`config.mk`:
```
export PLATFORM = sky130hd
export DESIGN_NAME = debounce_filter_multi
export DESIGN_NICKNAME = d
export VERILOG_FILES = /design/src/rtl/debounce_filter_multi.sv
export SDC_FILE = /design/constraint.sdc
export NUM_CORES = 1
export LEC_CHECK = 0
export CORE_AREA = 2 2 148 150
export DETAILED_ROUTE_END_ITERATION = 10
export DIE_AREA = 0 0 150 152
export SYNTH_ARGS = -nofsm -noshare
export SYNTH_HDL_FRONTEND = slang
export SYNTH_SLANG_ARGS = --single-unit
```
`constraint.sdc`:
```
create_clock -name i_Clk -period 2.3 [get_ports i_Clk]
set_input_delay 0.575 -clock i_Clk [delete_from_list [all_inputs] [get_ports i_Clk]]
set_output_delay 0.575 -clock i_Clk [all_outputs]
set_load 0.01 [all_outputs]
```
`src/rtl/debounce_filter_multi.sv`:
```
// debounce_filter_multi: per-channel synchroniser, debouncer, edge pulses and long-press detect
module debounce_filter_multi #(
    parameter int NUM_CH         = 4,
    parameter int DEBOUNCE_LIMIT = 250000,
    parameter int HOLD_LIMIT     = 25000000,
    parameter bit INIT_STATE     = 1'b0
) (
    input  logic              i_Clk,
    input  logic              i_Reset,
    input  logic [NUM_CH-1:0] i_Bouncy,
    output logic [NUM_CH-1:0] o_Debounced,
    output logic [NUM_CH-1:0] o_Rise,
    output logic [NUM_CH-1:0] o_Fall,
    output logic [NUM_CH-1:0] o_Held
);
    localparam int DW = $clog2(DEBOUNCE_LIMIT + 1);
    localparam int HW = $clog2(HOLD_LIMIT + 1);
    localparam logic [DW-1:0] D_LAST = DW'(DEBOUNCE_LIMIT - 1);
    localparam logic [HW-1:0] H_MAX = HW'(HOLD_LIMIT);
    for (genvar c = 0; c < NUM_CH; c++) begin : g_ch
        logic meta, sync, state, rise, fall;
        logic [DW-1:0] cnt;
        logic [HW-1:0] hold;
        logic flip;
        assign flip = (sync != state) && (cnt == D_LAST);
        always_ff @(posedge i_Clk) begin
            if (i_Reset) begin
                meta  <= INIT_STATE;
                sync  <= INIT_STATE;
                state <= INIT_STATE;
                cnt   <= '0;
                hold  <= '0;
                rise  <= 1'b0;
                fall  <= 1'b0;
            end else begin
                meta  <= i_Bouncy[c];
                sync  <= meta;
                cnt   <= (sync == state || flip) ? '0 : cnt + 1'b1;
                state <= flip ? sync : state;
                rise  <= flip & sync;
                fall  <= flip & ~sync;
                // a 1->0 flip only happens while state is 1, so flip here means release
                hold  <= (!state || flip) ? '0 : (hold == H_MAX ? hold : hold + 1'b1);
            end
        end
        assign o_Debounced[c] = state;
        assign o_Rise[c]      = rise;
        assign o_Fall[c]      = fall;
        assign o_Held[c]      = (hold == H_MAX);
    end
endmodule

```
==> impl_metrics.ini, run 1 <==
[floorplanning]
rows = 54
dieHeight_um = 152
fp.coreArea_um2 = 21400
initial_utilization_pct = 39.1
dieArea_um2 = 22800
die_width_um = 150
pin_count = 22

[logic_synthesis]
synthAdderAreaFrac_pct = 1.80
synth_area_leaders = dfxtp_1 46%, xor2_1 11%, nor2_1 8.6%
synthSimpleGateAreaFrac_pct = 30.9
synth_commonest_cells = 192 x dfxtp_1, 190 x nor2_1, 101 x xor2_1, 67 x nand3_1, 55 x nand2_1
yosys.cell_types.count = 43
synth_top_area_share_pct = 46.1
yosysSeqAreaShare_pct = 46.1
ys.flop_type = dfxtp_1
synth-xor-area-share_pct = 16.2
synth-seq-cells = 192
avgSynthCellArea_um2 = 8.95
synthesis.area_um2 = 8340
synth.area.mux_share_pct = 0.840
ys_warn_count = 0
syn_nets = 950
syn_inst = 932
netlist.top_cell.by_area = dfxtp_1
synth_edf_count = 0
synth_top_family_by_area = simple AND/OR/NAND/NOR gates
synth-compound-area-share_pct = 1.52
synth.most_common_cell = dfxtp_1
synth_async_sr_flop_share_pct = 0

[drt]
vias = 6345
routed_wirelength_um = 16000
initialDrtViolationCount = 274
postRouteAntennaNets = 0
wl_per_cell_um = 12.3
viasPerCell = 4.87
drc_errors = 0
drtPass1Iterations = 4

[placed_design]
hpwl_um = 10800
io_buffers = 21
gp_congestion = 0.777
post-place-cells = 1268

[layout]
stdcell_count = 1303
final_util_pct = 46.6
n_antenna_cell = 0
drive_gt1_share_pct = 12.8
area_growth_pct = 19.3
num-fill-cells = 2102
layout.nets = 1028

[cts]
cts-hold-fix-buffers = 0
cts_tree = yes
cts_root_buf = clkbuf_16
numCtsBuffers = 17
cts_sinks = 192
h-tree-depth = 4
clk_latency_ps = 440
clockBufferDepth = 2
clk_pin_slew_ps = 70

[timing]
worstMarginPinSlew_ps = 658
drv_slew = 0
finalCriticalPeriod_ps = 2580
finalSetupViolations = 1
period_share_pct = 112
hold_violations = 0
layout_setup_ws_ps = -277
fin_skew_ps = 12.4
rsz0062_at_grt = true
max_freq_mhz = 388
slew_headroom_pct = 55.8

[global_routing]
groute.usage.overall_pct = 14.4
grt_pass1_wl_um = 27400
grt_max_degree = 26
first_global_vias = 6045
gr-total-overflow = 0
grt_antenna_before_repair = 0

[critical_path]
crit_path_start_kind = flip-flop
cp_cell_sequence = or4b_1 -> or4_4 -> nor3_2 -> buf_2
crit_required_ps = 1730
worstPathMaxFanout = 2
crit_path_top_delay_cell = or4b_1
arrival_ps = 2000
cp-end-kind = output port
path_class = flip-flop to output port
slowest_delay_ps = 520

[run_status]
failed_checks = negative setup slack
status = finished with violations

[pwr]
peakVddDrop_uv = 450
powerDensity_nw_per_um2 = 624
p_leak_nw = 3.36

[flow_run]
maxCapViolCount = 0

[hold_path]
min_path_type = flip-flop to flip-flop
final cells by class:
type | instances | area (um^2) | share of cell area, %
clock buffers | 18 | 429 | 4.31
clock inverters | 14 | 133 | 1.33
inverters | 14 | 52.6 | 0.528
multi-input cells | 695 | 4390 | 44.2
flip-flops and latches | 192 | 3850 | 38.7
well taps | 280 | 350 | 3.52
repair buffers | 90 | 746 | 7.49
registers in the layout (all words and copies together), names as in the netlist:
signal	flops
g_ch.hold	100
g_ch.cnt	72
g_ch.fall	4
g_ch.meta	4
g_ch.rise	4
g_ch.state	4
g_ch.sync	4
routing by layer:
metal / GRT usage, % / routed length (um) / part of all wire [%] / up-vias
li1: - / - / - / 3323
met1: 19.2 / 8210 / 51 / 2954
met2: 22.7 / 7120 / 44 / 55
met3: 3.93 / 496 / 3.1 / 13
met4: 4.54 / 216 / 1.3 / 0
met5: 0 / 0 / 0 / -
worst max-delay path: cells and delay by family (launching register included):
family	cells	cell delay (ps)
AND/OR/NAND/NOR	3	1120
flip-flops	1	310
buffers and inverters	1	140
stage by stage:
stage | cell area (um^2) | worst slack (ps) | total power, mW | setup TNS (ps) | hold WS [ps]
final | 9950 | -277 | 6.21 | -277 | 438
after floorplan | 8340 | 102 | 3.44 | 0 | 413
after CTS | 9890 | -310 | 6.32 | -310 | 443
after detailed placement | 9280 | -275 | 3.46 | -409 | 427
after global routing | 9950 | -367 | 6.45 | -401 | 458
after global placement | 9280 | -295 | 3.46 | -388 | 426
layout by cell type, fill, tap and decap left out, drive strengths merged, types with 14 or more instances in the layout:
cell,count
nand4,47
and3,30
clkdlybuf4s50,17
xor2,101
nand3,67
dfxtp,192
nor2,190
inv,18
nand2,55
and4,20
buf,73
nor4b,14
nor3,15
xnor2,53
nor4,17
clkbuf,18
path summary, 6_finish.rpt:
path,end,from,slack (ps),cells past startpoint
setup / recovery,o_Held[1],g_ch[1].hold[7],-280,4
hold / removal,g_ch[0].sync,g_ch[0].meta,440,1
setup reg to reg,g_ch[0].hold[8],g_ch[0].cnt[9],180,4
hold reg to reg,g_ch[0].sync,g_ch[0].meta,440,1
cells by family (layout without fill, tap and decap cells):
group / after synthesis / after routing
buffers and inverters: 46 / 136
xor gates and xnor gates: 154 / 154
and+or+nand+nor: 499 / 499
adders and majority gates: 12 / 12
AOI/OAI and AO/OA: 22 / 23
DFF: 192 / 192
muxes: 7 / 7
power by group:
group	switching [mW]	leakage, nW	internal (mW)	total, mW
clock	1.32	0.261	1.51	2.83
combinational	0.0264	1.55	0.0202	0.0466
sequential	0.00781	1.55	3.33	3.34
timing repair:
item,in CTS,in global routing
resized for setup,25,8
buffers inserted,1,1
endpoints found under the setup margin,4,27
cloned,0,1
pin swaps,2,4
Note: power is estimated with default switching activity, not from simulation.
==> inputs of run 2 (changes only) <==
--- a/config.mk
+++ b/config.mk
@@ -8,6 +8,8 @@
 export CORE_AREA = 2 2 148 150
 export DETAILED_ROUTE_END_ITERATION = 10
 export DIE_AREA = 0 0 150 152
+export SETUP_SLACK_MARGIN = 0.5
+export SKIP_LAST_GASP = 1
 export SYNTH_ARGS = -nofsm -noshare
 export SYNTH_HDL_FRONTEND = slang
 export SYNTH_SLANG_ARGS = --single-unit
==> run 2 against run 1 <==
  * The run still ends with negative setup slack left
  * Clock skew down 4.7 ps
  * Sequential power about the same
  * Count of clock-buffer cells in the layout up 1
  * Wire length up 4.0%
  * Setup slack got worse by 65 ps
  * Critical endpoint unchanged
==> impl_metrics.ini, run 2 (synthesized netlist as in run 1, its figures left out) <==
[drt]
viasPerCell = 4.85
initialDrtViolationCount = 248
postRouteAntennaNets = 0
vias = 6455
drtPass1Iterations = 4
wl_per_cell_um = 12.5
routed_wirelength_um = 16700
drc_errors = 0

[pwr]
swShare_pct = 21.8
peakVddDrop_uv = 469
switchingPower_mw = 1.33
p_leak_nw = 3.73
p_clk_share_pct = 44.7
powerDensity_nw_per_um2 = 575
power_frac_seq_pct = 54.5
p_int_mw = 4.78
pwr-share-comb_pct = 0.8

[global_routing]
groute.usage.overall_pct = 14.5
first_global_vias = 5900
grt_pass1_wl_um = 27300
grt_max_degree = 26
grt_antenna_before_repair = 0
gr-total-overflow = 0

[cts]
cts_tree = yes
numCtsBuffers = 17
cts_root_buf = clkbuf_16
clk_pin_slew_ps = 70
cts_sinks = 192
clk_latency_ps = 430
cts-hold-fix-buffers = 0
h-tree-depth = 4
clockBufferDepth = 2

[placed_design]
hpwl_um = 10400
io_buffers = 21
gp_congestion = 0.758

[floorplanning]
rows = 54
dieHeight_um = 152
pin_count = 22
initial_utilization_pct = 39.1
fp.coreArea_um2 = 21400
dieArea_um2 = 22800
die_width_um = 150

[layout]
reg.largest.list = g_ch.hold: 100 flops, g_ch.cnt: 72 flops
drive_gt1_share_pct = 21.4
final_util_pct = 49.8
final_cell_mix = 188 x nor2_1, 166 x dfxtp_1, 101 x xor2_1
largest_reg_flops = 100
n_antenna_cell = 0
layout.nets = 1055
num-fill-cells = 2067
final_common_cell = nor2_1
area_growth_pct = 27.4
regMostFlops = g_ch.hold

[timing]
hold_violations = 0
rsz0062_at_grt = true
period_share_pct = 115
slew_headroom_pct = 56.9
drv_slew = 0
layout_setup_ws_ps = -341
worstMarginPinSlew_ps = 641
finalSetupViolations = 1
timing.hold.ws_ps = 440
max_freq_mhz = 379
fin_skew_ps = 7.65
finalCriticalPeriod_ps = 2640

[run_status]
failed_checks = negative setup slack
status = finished with violations

[critical_path]
slowest_delay_ps = 530
cp-end-kind = output port
path_buf_inv = 1
crit_required_ps = 1730
cp_cell_sequence = or4b_4 -> or4_4 -> nor3_4 -> buf_2
arrival_ps = 2070
crit_path_start_kind = flip-flop
crit_path_top_delay_cell = or4b_4
worstPathMaxFanout = 2
cpLargestDelayFamily = simple AND/OR/NAND/NOR gates
path_class = flip-flop to output port

[hold_path]
min_path_type = flip-flop to flip-flop

[flow_run]
maxCapViolCount = 0
==> run 2: changes by cell type in the layout (fill, tap and decap cells not counted), sizes merged <==
cell	previous run	this run
buf	73	99
clkdlybuf4s50	17	5
dlygate4sd2	0	12
clkbuf	18	20
clkinv	4	6
clkinvlp	5	3
bufinv	1	0
==> run 2: power groups by stage <==
stage                     Combinational (mW)  Sequential [mW]  Clock (mW)
after floorplan                       0.0250             3.41           0
after global placement                0.0456             3.41           0
after global routing                  0.0564             3.33        2.97
after CTS                             0.0474             3.34        2.84
final                                 0.0512             3.33        2.73
after detailed placement              0.0459             3.41           0
==> run 2: stage by stage <==
stage | setup TNS, ps | instances | total power, mW | setup WS (ps) | instance area [um^2]
final | -341 | 1330 | 6.11 | -341 | 10600
after global routing | -415 | 1330 | 6.35 | -415 | 10600
after CTS | -373 | 1312 | 6.23 | -362 | 10100
after detailed placement | -330 | 1263 | 3.46 | -289 | 9240
after global placement | -285 | 1263 | 3.46 | -273 | 9240
after floorplan | 0 | 932 | 3.44 | 221 | 8380
==> run 2: path summary, 6_finish.rpt <==
kind | endpoint | cells past startpoint | start | slack, ps
worst max register to register | g_ch[1].hold[1] | 8 | g_ch[1].hold[5] | 110
worst min-delay path | g_ch[2].sync | 1 | g_ch[2].meta | 440
worst min register to register | g_ch[2].sync | 1 | g_ch[2].meta | 440
worst max-delay path | o_Held[1] | 4 | g_ch[1].hold[5] | -340
==> run 2: routing by layer <==
metal | global-route usage, % | part of all wire (%)
met1 | 19.7 | 51
met2 | 22.2 | 45
met3 | 4.11 | 2.5
met4 | 4.85 | 1.3
met5 | 0 | 0
==> run 2: layout make-up <==
cell class	count	area, um^2	share of cell area [%]
clock buffers	19	443	4.17
flip-flops and latches	192	3890	36.7
inverters	14	56.3	0.530
multi-input cells	695	4770	44.9
well taps	280	350	3.30
repair buffers	117	1010	9.47
clock inverters	13	104	0.978
==> run 2: what timing repair did <==
action | 4_1_cts | 5_1_grt
resized for setup | 83 | 84
cloned | 1 | 4
pin swaps | 22 | 22
endpoints found under the setup margin | 113 | 116
buffers inserted | 16 | 14
